$ cat config.mk
export PLATFORM = sky130hd
export DESIGN_NAME = mac_seq_ctrl
export DESIGN_NICKNAME = d
export VERILOG_FILES = /design/src/rtl/mac_pkg.sv /design/src/rtl/gp_prefix_adder.sv /design/src/rtl/mac_seq_ctrl.sv
export SDC_FILE = /design/constraint.sdc
export NUM_CORES = 1
export LEC_CHECK = 0
export BUFFER_PORTS_ARGS = -buffer_cell sky130_fd_sc_hd__buf_2
export CAP_MARGIN = 20
export CORE_MARGIN = 5
export CORE_UTILIZATION = 50
export CTS_CLUSTER_SIZE = 28
export DETAILED_ROUTE_END_ITERATION = 16
export GPL_ROUTABILITY_DRIVEN = 0
export PLACE_DENSITY = 0.72
export SETUP_SLACK_MARGIN = 0.2
export SLEW_MARGIN = 5
export SYNTH_ARGS = -nofsm -noshare
export SYNTH_HDL_FRONTEND = slang
export SYNTH_SLANG_ARGS = --single-unit
$ cat constraint.sdc
create_clock -name clk -period 7.7 [get_ports clk]
set_input_delay 1.54 -clock clk [delete_from_list [all_inputs] [get_ports clk]]
set_output_delay 1.54 -clock clk [all_outputs]
set_load 0.02 [all_outputs]
$ cat src/rtl/mac_pkg.sv
// Shared definitions for the low-power MAC sequencer: state encoding, width defaults
// and the accumulator width legality check.
package mac_pkg;
   localparam int DATA_W_DEF = 16;
   localparam int ACC_W_DEF  = 40;
   localparam int CNT_W_DEF  = 8;

   typedef enum logic [2:0] {
      ST_IDLE  = 3'd0,
      ST_FETCH = 3'd1,
      ST_MUL   = 3'd2,
      ST_ACC   = 3'd3,
      ST_DONE  = 3'd4
   } state_t;

   // A full product must fit the accumulator so only accumulation can overflow.
   function automatic bit acc_w_ok(int data_w, int acc_w);
      return acc_w >= 2 * data_w;
   endfunction
endpackage

$ cat src/rtl/gp_prefix_adder.sv
// W-bit generate/propagate parallel-prefix (Kogge-Stone) adder, carry-in 0, with carry-out.
module gp_prefix_adder #(
   parameter int W = 40
) (
   input  logic [W-1:0] a,
   input  logic [W-1:0] b,
   output logic [W-1:0] sum,
   output logic         cout
);
   localparam int LVL = (W > 1) ? $clog2(W) : 1;

   logic [W-1:0] g_cur, p_cur, g_nxt, p_nxt;

   always_comb begin
      g_cur = a & b;
      p_cur = a ^ b;
      g_nxt = g_cur;
      p_nxt = p_cur;
      for (int l = 0; l < LVL; l++) begin
         g_nxt = g_cur;
         p_nxt = p_cur;
         for (int i = (1 << l); i < W; i++) begin
            g_nxt[i] = g_cur[i] | (p_cur[i] & g_cur[i - (1 << l)]);
            p_nxt[i] = p_cur[i] & p_cur[i - (1 << l)];
         end
         g_cur = g_nxt;
         p_cur = p_nxt;
      end
      // Group generate of bits [i:0] is the carry into bit i+1.
      sum  = (a ^ b) ^ {g_cur[W-2:0], 1'b0};
      cout = g_cur[W-1];
   end
endmodule

$ cat src/rtl/mac_seq_ctrl.sv
// Dot-product sequencer: shift-add multiply and accumulate time-share one prefix adder,
// with valid/ready streams on the operand and result sides.
module mac_seq_ctrl
   import mac_pkg::*;
#(
   parameter int DATA_W = DATA_W_DEF,
   parameter int ACC_W  = ACC_W_DEF,
   parameter int CNT_W  = CNT_W_DEF
) (
   input  logic              clk,
   input  logic              rst_n,
   input  logic              start,
   input  logic [CNT_W-1:0]  len,
   input  logic              in_valid,
   output logic              in_ready,
   input  logic [DATA_W-1:0] in_a,
   input  logic [DATA_W-1:0] in_b,
   output logic              out_valid,
   input  logic              out_ready,
   output logic [ACC_W-1:0]  out_acc,
   output logic              out_ovf,
   output logic              busy
);
   if (!acc_w_ok(DATA_W, ACC_W)) begin : g_acc_w_chk
      $error("mac_seq_ctrl: ACC_W must be >= 2*DATA_W");
   end

   localparam int STEP_W = $clog2(DATA_W + 1);

   state_t              state, state_nxt;
   logic [CNT_W-1:0]    cnt;
   logic [STEP_W-1:0]   step;
   logic [ACC_W-1:0]    acc, prod, mcand;
   logic [DATA_W-1:0]   mplier;
   logic                ovf;
   logic [ACC_W-1:0]    add_a, add_b, add_sum;
   logic                add_cout;

   gp_prefix_adder #(.W(ACC_W)) u_adder (
      .a    (add_a),
      .b    (add_b),
      .sum  (add_sum),
      .cout (add_cout)
   );

   always_ff @(posedge clk or negedge rst_n) begin
      if (!rst_n) state <= ST_IDLE;
      else        state <= state_nxt;
   end

   always_comb begin
      state_nxt = state;
      case (state)
         ST_IDLE:  if (start) state_nxt = (len == '0) ? ST_DONE : ST_FETCH;
         ST_FETCH: if (in_valid) state_nxt = ST_MUL;
         ST_MUL:   if (step == STEP_W'(DATA_W - 1)) state_nxt = ST_ACC;
         ST_ACC:   state_nxt = (cnt == CNT_W'(1)) ? ST_DONE : ST_FETCH;
         ST_DONE:  if (out_ready) state_nxt = ST_IDLE;
         default:  state_nxt = ST_IDLE;
      endcase
   end

   // Adder operands are selected by state alone and held at zero when idle to avoid toggling.
   always_comb begin
      in_ready  = 1'b0;
      out_valid = 1'b0;
      busy      = 1'b1;
      add_a     = '0;
      add_b     = '0;
      case (state)
         ST_IDLE:  busy = 1'b0;
         ST_FETCH: in_ready = 1'b1;
         ST_MUL:   begin add_a = prod; add_b = mcand; end
         ST_ACC:   begin add_a = acc;  add_b = prod;  end
         ST_DONE:  out_valid = 1'b1;
         default:  busy = 1'b0;
      endcase
   end

   always_ff @(posedge clk or negedge rst_n) begin
      if (!rst_n) begin
         acc    <= '0;
         prod   <= '0;
         mcand  <= '0;
         mplier <= '0;
         cnt    <= '0;
         step   <= '0;
         ovf    <= 1'b0;
      end else begin
         case (state)
            ST_IDLE: if (start) begin
               acc <= '0;
               ovf <= 1'b0;
               cnt <= len;
            end
            ST_FETCH: if (in_valid) begin
               mcand  <= ACC_W'(in_a);
               mplier <= in_b;
               prod   <= '0;
               step   <= '0;
            end
            ST_MUL: begin
               if (mplier[0]) prod <= add_sum;
               mcand  <= mcand << 1;
               mplier <= mplier >> 1;
               step   <= step + STEP_W'(1);
            end
            ST_ACC: begin
               acc <= add_sum;
               ovf <= ovf | add_cout;
               cnt <= cnt - CNT_W'(1);
            end
            default: ;
         endcase
      end
   end

   assign out_acc = acc;
   assign out_ovf = ovf;
endmodule
**Word level (Yosys, flattened, before mapping)**

Index checks and enable logic that the tools add are counted.

- Flip-flop bits (word level): 153
- Input bits: 45
- Output and inout bits: 44

- Add/sub/neg operators: 2
- Eq/ne operators: 11
- Mux-type cells: 27
- Bitwise gates (word level): 496
- Reduce and logical (&&, ||, !) cells: 9

Operators with widths:

| cell | number |
|---|---|
| case mux 40 bit (2 select lines) | 5 |
| AND 1 bit | 315 |
| bitwise OR 1 bit | 178 |
| 2-to-1 mux 40 bit | 4 |
| bitwise XOR 40 bit | 2 |
| AND 40 bit | 1 |
| case mux 16 bit (2 select lines) | 1 |
| 2-to-1 mux 3 bit | 6 |
| 2-to-1 mux 16 bit | 1 |
| case mux 8 bit (2 select lines) | 1 |
| case mux 3 bit (5 select lines) | 1 |
| inequality test 2 bit (second input constant) | 5 |
| case mux 5 bit (2 select lines) | 1 |
| == test 8 x 1 -> 1 bit (second input constant) | 1 |
| zero test 8 bit | 1 |
| 2-to-1 mux 8 bit | 1 |
| subtractor 8 x 1 -> 8 bit (second input constant) | 1 |
| == test 3 x 2 -> 1 bit (second input constant) | 2 |
| adder 5 x 1 -> 5 bit (second input constant) | 1 |
| == test 5 x 4 -> 1 bit (second input constant) | 1 |
| 2-to-1 mux 5 bit | 1 |
| 2-to-1 mux 1 bit | 4 |
| AND reduction 2 bit | 2 |
| AND reduction 4 bit | 1 |
| other kinds (7) | 8 |

**Logic depth before layout (Yosys ltp)**

Gate-level depths: netlist (run 1).

- Word-level depth: 17
- Mapped depth: 17
- Mapped depth without buffers: 14

**By module**

Synthesis (run 1) repeated with hierarchy kept, for this count alone.

- Cell total of the unflattened synthesis: 1023
- Area, all modules: 9435.3 um^2

By module, submodules not included:

| module | instances | cells each | area an instance (um^2) |
|---|---|---|---|
| mac_seq_ctrl | 1 | 732 | 7329.5 |
| gp_prefix_adder | 1 | 291 | 2105.8 |

**Worst setup path before layout (run 1)**

OpenSTA, ideal clock, no wires.

- Path type: reg2reg
- Start point: register state[0]
- End point: register acc[20] (netlist: out_acc[20])
- Setup time: 0.069 ns
- Arrival: 3.525 ns
- Required time: 7.631 ns
- Path slack: 4.105 ns
- Cell stages (with the launch flop): 18
- Buffers on the path: 4
- Clock period less this slack: 3.595 ns
- Path through: dfrtp_1 > clkbuf_1 > and3_1 > clkbuf_1 > clkbuf_1 > clkbuf_1 > nand2_1 > o21ai_0 > ha_1 > fa_1 > a211oi_1 > o21ai_1 > o2111ai_1 > a21oi_1 > o21ai_0 > o21ai_0 > or4_1 > nand3_1

- Cells in the longest elaborated chain, start to end: 14
- Elaborated cells on any way between the ends: 66
- Classes of those cells: eq/ne (3); mux (3); bitwise (57); reduce/logical (3)

RTL lines:

| item | RTL line | source |
|---|---|---|
| start: declaration | mac_seq_ctrl.sv:30 | `state_t state, state_nxt;` |
| start signal: assignment | mac_seq_ctrl.sv:48 | `else state <= state_nxt;` |
| == test 3 x 2 -> 1 bit (on tied branches) | mac_seq_ctrl.sv:70, mac_seq_ctrl.sv:90 |  |
| case mux 40 bit (2 select lines) | mac_seq_ctrl.sv:70 | `case (state)` |
| bitwise XOR 40 bit or AND 40 bit (tied branches) | gp_prefix_adder.sv:16, gp_prefix_adder.sv:30, gp_prefix_adder.sv:15 |  |
| AND 1 bit | gp_prefix_adder.sv:23 | `g_nxt[i] = g_cur[i] \| (p_cur[i] & g_cur[i - (1 << l)]);` |
| bitwise OR 1 bit | gp_prefix_adder.sv:23 |  |
| AND 1 bit | gp_prefix_adder.sv:23 |  |
| bitwise OR 1 bit | gp_prefix_adder.sv:23 |  |
| AND 1 bit | gp_prefix_adder.sv:23 |  |
| bitwise OR 1 bit | gp_prefix_adder.sv:23 |  |
| AND 1 bit | gp_prefix_adder.sv:23 |  |
| bitwise OR 1 bit (2 in series) | gp_prefix_adder.sv:23 |  |
| bitwise XOR 40 bit | gp_prefix_adder.sv:30 | `sum = (a ^ b) ^ {g_cur[W-2:0], 1'b0};` |
| case mux 40 bit (2 select lines) | mac_seq_ctrl.sv:90 | `case (state)` |
| end signal: assignment | mac_seq_ctrl.sv:109 | `acc <= add_sum;` |
| end: declaration | mac_seq_ctrl.sv:33 | `logic [ACC_W-1:0] acc, prod, mcand;` |

Parallel ways exist; a longest one is shown, timed or not.
A chain may end at the register's enable or synchronous reset.

**Final worst setup path (run 1)**

- Start point: register state[2]
- End point: register prod[35]

- Cells in the longest elaborated chain, start to end: 17
- Elaborated cells on any way between the ends: 114
- Classes of those cells: eq/ne (5); mux (4); bitwise (103); reduce/logical (2)

RTL lines:

| item | RTL line | source |
|---|---|---|
| == test 3 x 2 -> 1 bit (on tied branches) | mac_seq_ctrl.sv:70, mac_seq_ctrl.sv:90 |  |
| case mux 40 bit (2 select lines) | mac_seq_ctrl.sv:70 |  |
| bitwise XOR 40 bit or AND 40 bit (tied branches) | gp_prefix_adder.sv:16, gp_prefix_adder.sv:30, gp_prefix_adder.sv:15 |  |
| AND 1 bit | gp_prefix_adder.sv:23 |  |
| bitwise OR 1 bit | gp_prefix_adder.sv:23 |  |
| AND 1 bit | gp_prefix_adder.sv:23 |  |
| bitwise OR 1 bit | gp_prefix_adder.sv:23 |  |
| AND 1 bit | gp_prefix_adder.sv:23 |  |
| bitwise OR 1 bit | gp_prefix_adder.sv:23 |  |
| AND 1 bit | gp_prefix_adder.sv:23 |  |
| bitwise OR 1 bit | gp_prefix_adder.sv:23 |  |
| AND 1 bit | gp_prefix_adder.sv:23 |  |
| bitwise OR 1 bit (2 in series) | gp_prefix_adder.sv:23 |  |
| bitwise XOR 40 bit | gp_prefix_adder.sv:30 |  |
| 2-to-1 mux 40 bit | mac_seq_ctrl.sv:103 | `if (mplier[0]) prod <= add_sum;` |
| case mux 40 bit (2 select lines) | mac_seq_ctrl.sv:90 |  |
| end signal: assignment | mac_seq_ctrl.sv:103 |  |
| end: declaration | mac_seq_ctrl.sv:33 |  |

Parallel ways exist; a longest one is shown, timed or not. The select of a mux whose other input is x is not followed.

==> reports/metrics.csv, run 1 <==
stage,metric,value,unit
logic_synthesis,fraction of registers with async set/reset,100,%
finish,diodes inserted,0,
global_route,vias in the first global route,7749,
floorplanning,core area,18600,um^2
critical_path,Worst Path Max Fanout,88,
cts,clk_lat worst skew,0.44,ns
hold_path,Hold Crit Class,reg -> reg,
logic_synthesis,"Distinct cells, synth",75,
cts,clock-pin slew on the worst setup and hold paths,0.07,ns
logic_synthesis,adder-cell share of the synthesized area,6.04,%
cts,CTS Root Cell,clkbuf_16,
logic_synthesis,Synth Cell Area,9440,um^2
global_route,gr ovfl total,0,
logic_synthesis,Post-synth EDFFs,0,
logic_synthesis,Seq cells post-synth,153,
cts,TritonCTS Buffers,17,
timing,Worst-Margin Slew,0.962,ns
detailed_routing,"antenna viol nets, final",0,
finish,nets,1148,
power,VDD IR max,197,uV
finish,"commonest cells after routing, fill and taps aside","dfrtp_1, a22o_1, nand2_1, buf_2, nor2_1",
floorplanning,Die Wd,147,um
timing,RSZ-0062 raised after global routing,false,
critical_path,Worst Setup Start Kind,register,
cts,depth of the CTS H-tree,4,
detailed_routing,Via Count,8137,
timing,setup violators final,0,
cts,CTS sink cnt,153,
flow_run,max-cap viol count,0,
logic_synthesis,cell count after synthesis,1016,
cts,total setup buffers inserted after CTS,0,
logic_synthesis,post-synthesis compound-gate area fraction,28.8,%
finish,Multi-input gate area,5220,um^2
floorplanning,IO Count,89,
cts,CTS tree,built,
floorplanning,total die area,21700,um^2
logic_synthesis,main combinational cell family by area after synthesis,compound AO/OA/AOI/OAI gates,
logic_synthesis,syn_area_per_cell,9.30,um^2
finish,Fill cells,1656,
placed_design,Port Buffers,88,
timing,setup total negative slack,0,ns
finish,P&R area growth vs syn,11.5,%
floorplanning,# rows,50,
finish,Storage cell area,3830,um^2
power,Pwr Density,286,nW/um^2
finish,layout cells sized above 1,14.8,%
critical_path,Worst setup EP type,register,
logic_synthesis,simple logic cell fraction of the synthesized area,14.7,%
finish,"commonest non-fill, non-tap cell in the layout",dfrtp_1,
logic_synthesis,Synth Flop Type,dfrtp_1,
timing,Pins Over Slew Limit,0,
cts,CTS Buffer Depth,2,
timing,fin crit period,4.24,ns
critical_path,Crit path required time,8.03,ns
detailed_routing,WL/cell,18.4,um
timing,clk_skew,0.0159,ns
power,Leak,0.00519,uW
cts,post-CTS resize count,0,
finish,Finished Layout Cells,1305,
detailed_routing,1st-iter DRT viols,624,
run_status,outcome,finished clean,
timing,Final period util,55.0,%
logic_synthesis,xor/xnor share of the synthesized area,2.78,%
detailed_routing,final wirelength,24.0,mm
global_route,initial antenna violation count,0,
timing,endpoints failing hold,0,
timing,Peak Freq,0.236,GHz
detailed_routing,DRC viols,0,
detailed_routing,router iterations before antenna repair,5,
detailed_routing,via density per instance,6.24,
critical_path,crit path kind,reg -> reg,
placed_design,DPL Wire Length,15.9,mm
global_route,GRT Total Usage,22.4,%
timing,Slew headroom,35.9,%
logic_synthesis,Synth Warn #,0,
floorplanning,Die Y-Extent,147,um
critical_path,Crit path arrival time,4.56,ns
cts,hold_buf cts,0,
floorplanning,initial core utilization,50.7,%
global_route,first-pass GRT wire length,39.8,mm
logic_synthesis,syn_nets,1106,
logic_synthesis,mux cell area share after synthesis,2.66,%
placed_design,DP Cell Count,1273,
logic_synthesis,"Seq/Total Area, Yosys",40.5,%
global_route,largest net degree at the start of global routing,93,
## worst max-delay path, cell delays in order (launching register included)
cell and delay, ns:
dfrtp_1 0.45, inv_1 0.16, and3_4 0.83, buf_4 0.48
a22o_1 0.22, ha_1 0.33, and3_4 0.21, and2_1 0.16
a221oi_2 0.34, and3_1 0.23, o211ai_2 0.11, a31oi_4 0.26
xnor2_1 0.12, a22o_1 0.21
## through the flow
step / hold WS [ns] / instance area, um^2 / total power [uW] / utilization [%] / setup WS [ns]
after floorplan: 0.463 / 9440 / 1870 / - / 4.11
after global placement: 0.485 / 9940 / 2130 / 53.3 / 3.62
after detailed placement: 0.489 / 9940 / 2160 / 53.3 / 3.52
after CTS: 0.505 / 10500 / 3020 / 56.5 / 3.48
after global routing: 0.538 / 10500 / 3190 / 56.5 / 3.14
final: 0.501 / 10500 / 3010 / 56.5 / 3.46
## flip-flops by register name, indices dropped and copies added (netlist names)
signal	count
cnt	8
step	5
mcand	40
out_ovf	1
state	3
prod	40
out_acc	40
mplier	16
## path summary, 6_finish.rpt
check	start	end	slack (ns)	cells after the start
hold / removal	prod[10]$_DFFE_PN0P_	prod[10]$_DFFE_PN0P_	0.50	1
setup / recovery	state[2]$_DFFE_PN0P_	prod[35]$_DFFE_PN0P_	3.46	13
min in group asynchronous	rst_n	mcand[27]$_DFFE_PN0P_	1.20	1
max in group asynchronous	rst_n	prod[5]$_DFFE_PN0P_	5.15	2
hold reg to reg	prod[10]$_DFFE_PN0P_	prod[10]$_DFFE_PN0P_	0.50	1
setup reg to reg	state[2]$_DFFE_PN0P_	prod[35]$_DFFE_PN0P_	3.46	13
## kinds of logic after synthesis
kind of cell / after synthesis
AOI/OAI and AO/OA: 365
and+or+nand+nor: 301
DFF: 153
buffers and inverters: 97
adders and majority gates: 45
xor gates and xnor gates: 30
muxes: 25
## power breakdown
part           switching, uW  internal [uW]
clock network            392            460
logic                    704            322
registers                141            989
total                   1240           1770
## synthesized netlist by cell type, drive strengths merged, types with 5 or more instances
library cell,instances,area (um^2)
o21bai,5,37.5
nand3,26,130
nand4,18,113
a22o,147,1290
o22ai,6,37.5
or4,6,45.0
a21o,25,188
xor2,15,131
dfrtp,153,3830
and2,6,40.0
o21ai,57,293
o31ai,6,45.0
o211ai,8,65.1
a31oi,20,140
nor3,16,85.1
and3,16,105
inv,22,82.6
xnor2,15,131
mux2i,24,240
a211oi,7,72.6
clkbuf,49,185
nor2,64,248
nand2,129,484
a21oi,55,294
ha,44,551
buf,25,144
## final cells by class
type,instances,area share (%)
multi-input combinational,766,49.5
sequential,153,36.4
timing repair buffer,98,4.95
clock buffer,17,4.04
tap,234,2.78
clock inverter,15,1.56
inverter,22,0.784
## per-layer routing
layer | vias to the layer above | track usage (%) | wire (um)
li1 | 3890 | - | -
met1 | 3936 | 32.9 | 11300
met2 | 274 | 33.7 | 10800
met3 | 37 | 4.11 | 1490
met4 | 0 | 7.04 | 408
met5 | - | 0 | 0
(Power assumes the default switching activity.)
==> run 2, diff against run 1 <==
--- a/config.mk
+++ b/config.mk
@@ -12,7 +12,7 @@
 export CTS_CLUSTER_SIZE = 28
 export DETAILED_ROUTE_END_ITERATION = 16
 export GPL_ROUTABILITY_DRIVEN = 0
-export PLACE_DENSITY = 0.72
+export PLACE_DENSITY = 0.75
 export SETUP_SLACK_MARGIN = 0.2
 export SLEW_MARGIN = 5
 export SYNTH_ARGS = -nofsm -noshare
==> constraint.sdc (replaced) <==
create_clock -name clk -period 3.53 [get_ports clk]
set_input_delay 0.706 -clock clk [delete_from_list [all_inputs] [get_ports clk]]
set_output_delay 0.706 -clock clk [all_outputs]
set_load 0.02 [all_outputs]
==> run 2 against run 1 <==
Net effect: clock skew down 0.0053 ns; critical path depth shrank 1; sequential share of layout area shrank 4.0 points; clock power is 130% higher; global-route usage grew 1.1 points; largest power group is now combinational logic; register-to-register slack got worse by 3.4 ns; clock-buffer cell count grew 1; sequential power up 120%; power grew to 2.5 times the previous value; non-clock buffer count grew 71; via count is 8.4% higher; utilization is 7.0 points higher.
==> reports/metrics.csv, run 2 (synthesis results as in run 1) <==
stage,metric,value,unit,change
global_route,met3 GRT Util,4.41,%,was 4.11%
global_route,gr busiest metal,met2,,unchanged
cts,CTS tree,built,,unchanged
global_route,initial antenna violation count,0,,unchanged
detailed_routing,"antenna viol nets, final",0,,unchanged
power,Pwr Density,637,nW/um^2,was 286 nW/um^2
finish,final core utilization,63.5,%,was 56.5%
finish,nets,1219,,was 1148
critical_path,crit path kind,reg -> reg,,unchanged
critical_path,R2R Path End,prod[30]$_DFFE_PN0P_,,was prod[35]$_DFFE_PN0P_
timing,Worst-Margin Slew,0.861,ns,was 0.962 ns
finish,Finished Layout Cells,1376,,was 1305
global_route,largest net degree at the start of global routing,75,,was 93
flow_run,max-cap viol count,0,,unchanged
power,VDD IR max,475,uV,was 197 uV
global_route,first-pass GRT wire length,42.1,mm,was 39.8 mm
finish,P&R area growth vs syn,25.4,%,was 11.5%
global_route,gr ovfl total,0,,unchanged
timing,Final WS setup,0.102,ns,was 3.46 ns
finish,Multi-input gate area,5640,um^2,was 5220 um^2
placed_design,Place WS,0.149,ns,was 3.52 ns
timing,setup violators final,0,,unchanged
cts,clk_lat worst skew,0.44,ns,about the same
power,Leak,0.00566,uW,was 0.00519 uW
floorplanning,Die Wd,147,um,unchanged
global_route,met1 Resource Use GR,34.2,%,was 32.9%
finish,Storage cell area,3830,um^2,about the same
placed_design,Port Buffers,88,,unchanged
detailed_routing,DRC viols,0,,unchanged
cts,hold_buf cts,0,,unchanged
floorplanning,initial core utilization,50.7,%,unchanged
critical_path,Reg2Reg Depth,12,,was 13
critical_path,worst r2r src,state[1]$_DFFE_PN0P_,,was state[2]$_DFFE_PN0P_
detailed_routing,router iterations before antenna repair,5,,unchanged
timing,Slew headroom,42.5,%,was 35.9%
critical_path,Worst Path Max Fanout,8,,was 88
detailed_routing,1st-iter DRT viols,907,,was 624
detailed_routing,final wirelength,28.3,mm,was 24.0 mm
timing,fin crit period,3.43,ns,was 4.24 ns
cts,CTS sink cnt,153,,unchanged
cts,clock-pin slew on the worst setup and hold paths,0.07,ns,about the same
floorplanning,total die area,21700,um^2,unchanged
finish,diodes inserted,0,,unchanged
floorplanning,# rows,50,,unchanged
cts,TritonCTS Buffers,17,,unchanged
critical_path,CP endpoint,prod[30]$_DFFE_PN0P_,,was prod[35]$_DFFE_PN0P_
cts,CTS Buffer Depth,2,,unchanged
timing,setup total negative slack,0,ns,unchanged
floorplanning,core area,18600,um^2,unchanged
critical_path,Worst Setup Start Kind,register,,unchanged
critical_path,Worst setup EP type,register,,unchanged
floorplanning,Die Y-Extent,147,um,unchanged
hold_path,Hold Crit Class,in -> async,,was reg -> reg
timing,Final period util,97.1,%,was 55.0%
global_route,vias in the first global route,8182,,was 7749
timing,Pins Over Slew Limit,0,,unchanged
floorplanning,IO Count,89,,unchanged
global_route,GRT Total Usage,23.5,%,was 22.4%
critical_path,Crit path arrival time,3.75,ns,was 4.56 ns
detailed_routing,WL/cell,20.6,um,was 18.4 um
critical_path,Crit path required time,3.86,ns,was 8.03 ns
finish,Fill cells,1431,,was 1656
global_route,met2 Use GR,35.7,%,was 33.7%
detailed_routing,via density per instance,6.41,,was 6.24
timing,RSZ-0062 raised after global routing,true,,was false
cts,depth of the CTS H-tree,4,,unchanged
placed_design,DP Cell Count,1300,,was 1273
critical_path,reg2reg setup slack,0.10,ns,was 3.46 ns
placed_design,DPL Wire Length,17.0,mm,was 15.9 mm
critical_path,worst setup path startpoint,state[1]$_DFFE_PN0P_,,was state[2]$_DFFE_PN0P_
detailed_routing,Via Count,8820,,was 8137
finish,layout cells sized above 1,25.8,%,was 14.8%
finish,"commonest non-fill, non-tap cell in the layout",dfrtp_1,,unchanged
timing,Fin Hold WS,0.293,ns,was 0.501 ns
finish,"commonest cells after routing, fill and taps aside","dfrtp_1, a22o_1, nand2_1, buf_2, buf_4",,"was dfrtp_1, a22o_1, nand2_1, buf_2, nor2_1"
timing,clk_skew,0.0106,ns,was 0.0159 ns
cts,CTS Root Cell,clkbuf_16,,unchanged
timing,Peak Freq,0.292,GHz,was 0.236 GHz
run_status,outcome,finished clean,,unchanged
timing,endpoints failing hold,0,,unchanged
-- run 2: area by class of cell --
| cell class | instances | area share [%] |
|---|---|---|
| repair buffers | 169 | 11.7 |
| clock buffers | 18 | 3.71 |
| inverters | 22 | 0.697 |
| multi-input cells | 766 | 47.6 |
| well taps | 234 | 2.47 |
| clock inverters | 14 | 1.47 |
| flip-flops and latches | 153 | 32.3 |
-- run 2: stage by stage --
stage	area [um^2]	power [uW]
3_3_place_gp	10300	4860
3_5_place_dp	10300	4900
4_1_cts	10900	6920
6_report	11800	7540
2_1_floorplan	9490	4100
5_1_grt	11800	7920
-- run 2: how the worst min path moves through the flow --
stage	startpoint	end	cells after the start
3_5_place_dp	prod[8]$_DFFE_PN0P_	prod[8]$_DFFE_PN0P_	1
6_report	rst_n	mcand[34]$_DFFE_PN0P_	1
4_1_cts	rst_n	mcand[34]$_DFFE_PN0P_	1
5_1_grt	rst_n	out_acc[32]$_DFFE_PN0P_	1
2_1_floorplan	rst_n	cnt[0]$_DFFE_PN0P_	0
3_3_place_gp	step[4]$_DFFE_PN0P_	step[4]$_DFFE_PN0P_	2
-- run 2: report_power, final --
| part | internal (uW) | switching [uW] | leakage (uW) | total [uW] |
|---|---|---|---|---|
| combinational | 1250 | 1850 | 0.00332 | 3100 |
| clock | 1090 | 854 | 0.000301 | 1950 |
| sequential | 2160 | 334 | 0.00204 | 2490 |
| total | 4510 | 3040 | 0.00566 | 7540 |
-- run 2: layer usage --
layer  routed length [um]  up-vias
li1                     -     4040
met1                12500     4319
met2                13200      406
met3                 1940       55
met4                  689        0
met5                    0        -
-- run 2: what timing repair did --
action | in CTS | in global routing
gates cloned | 0 | 11
buffers inserted | 2 | 31
gates resized for setup | 6 | 84
pin swaps | 3 | 45
endpoints found under the setup margin | 23 | 44
-- run 2: critical path, stage by stage, from the launching register on --
cell	delay, ns
dfrtp_2	0.47
and3_4	0.25
buf_4	0.17
a22o_1	0.25
fa_2	0.38
a211oi_2	0.25
o21ai_2	0.13
o21ai_2	0.22
a41oi_2	0.18
o211ai_1	0.39
nand2_1	0.18
xor2_2	0.18
a22o_1	0.24
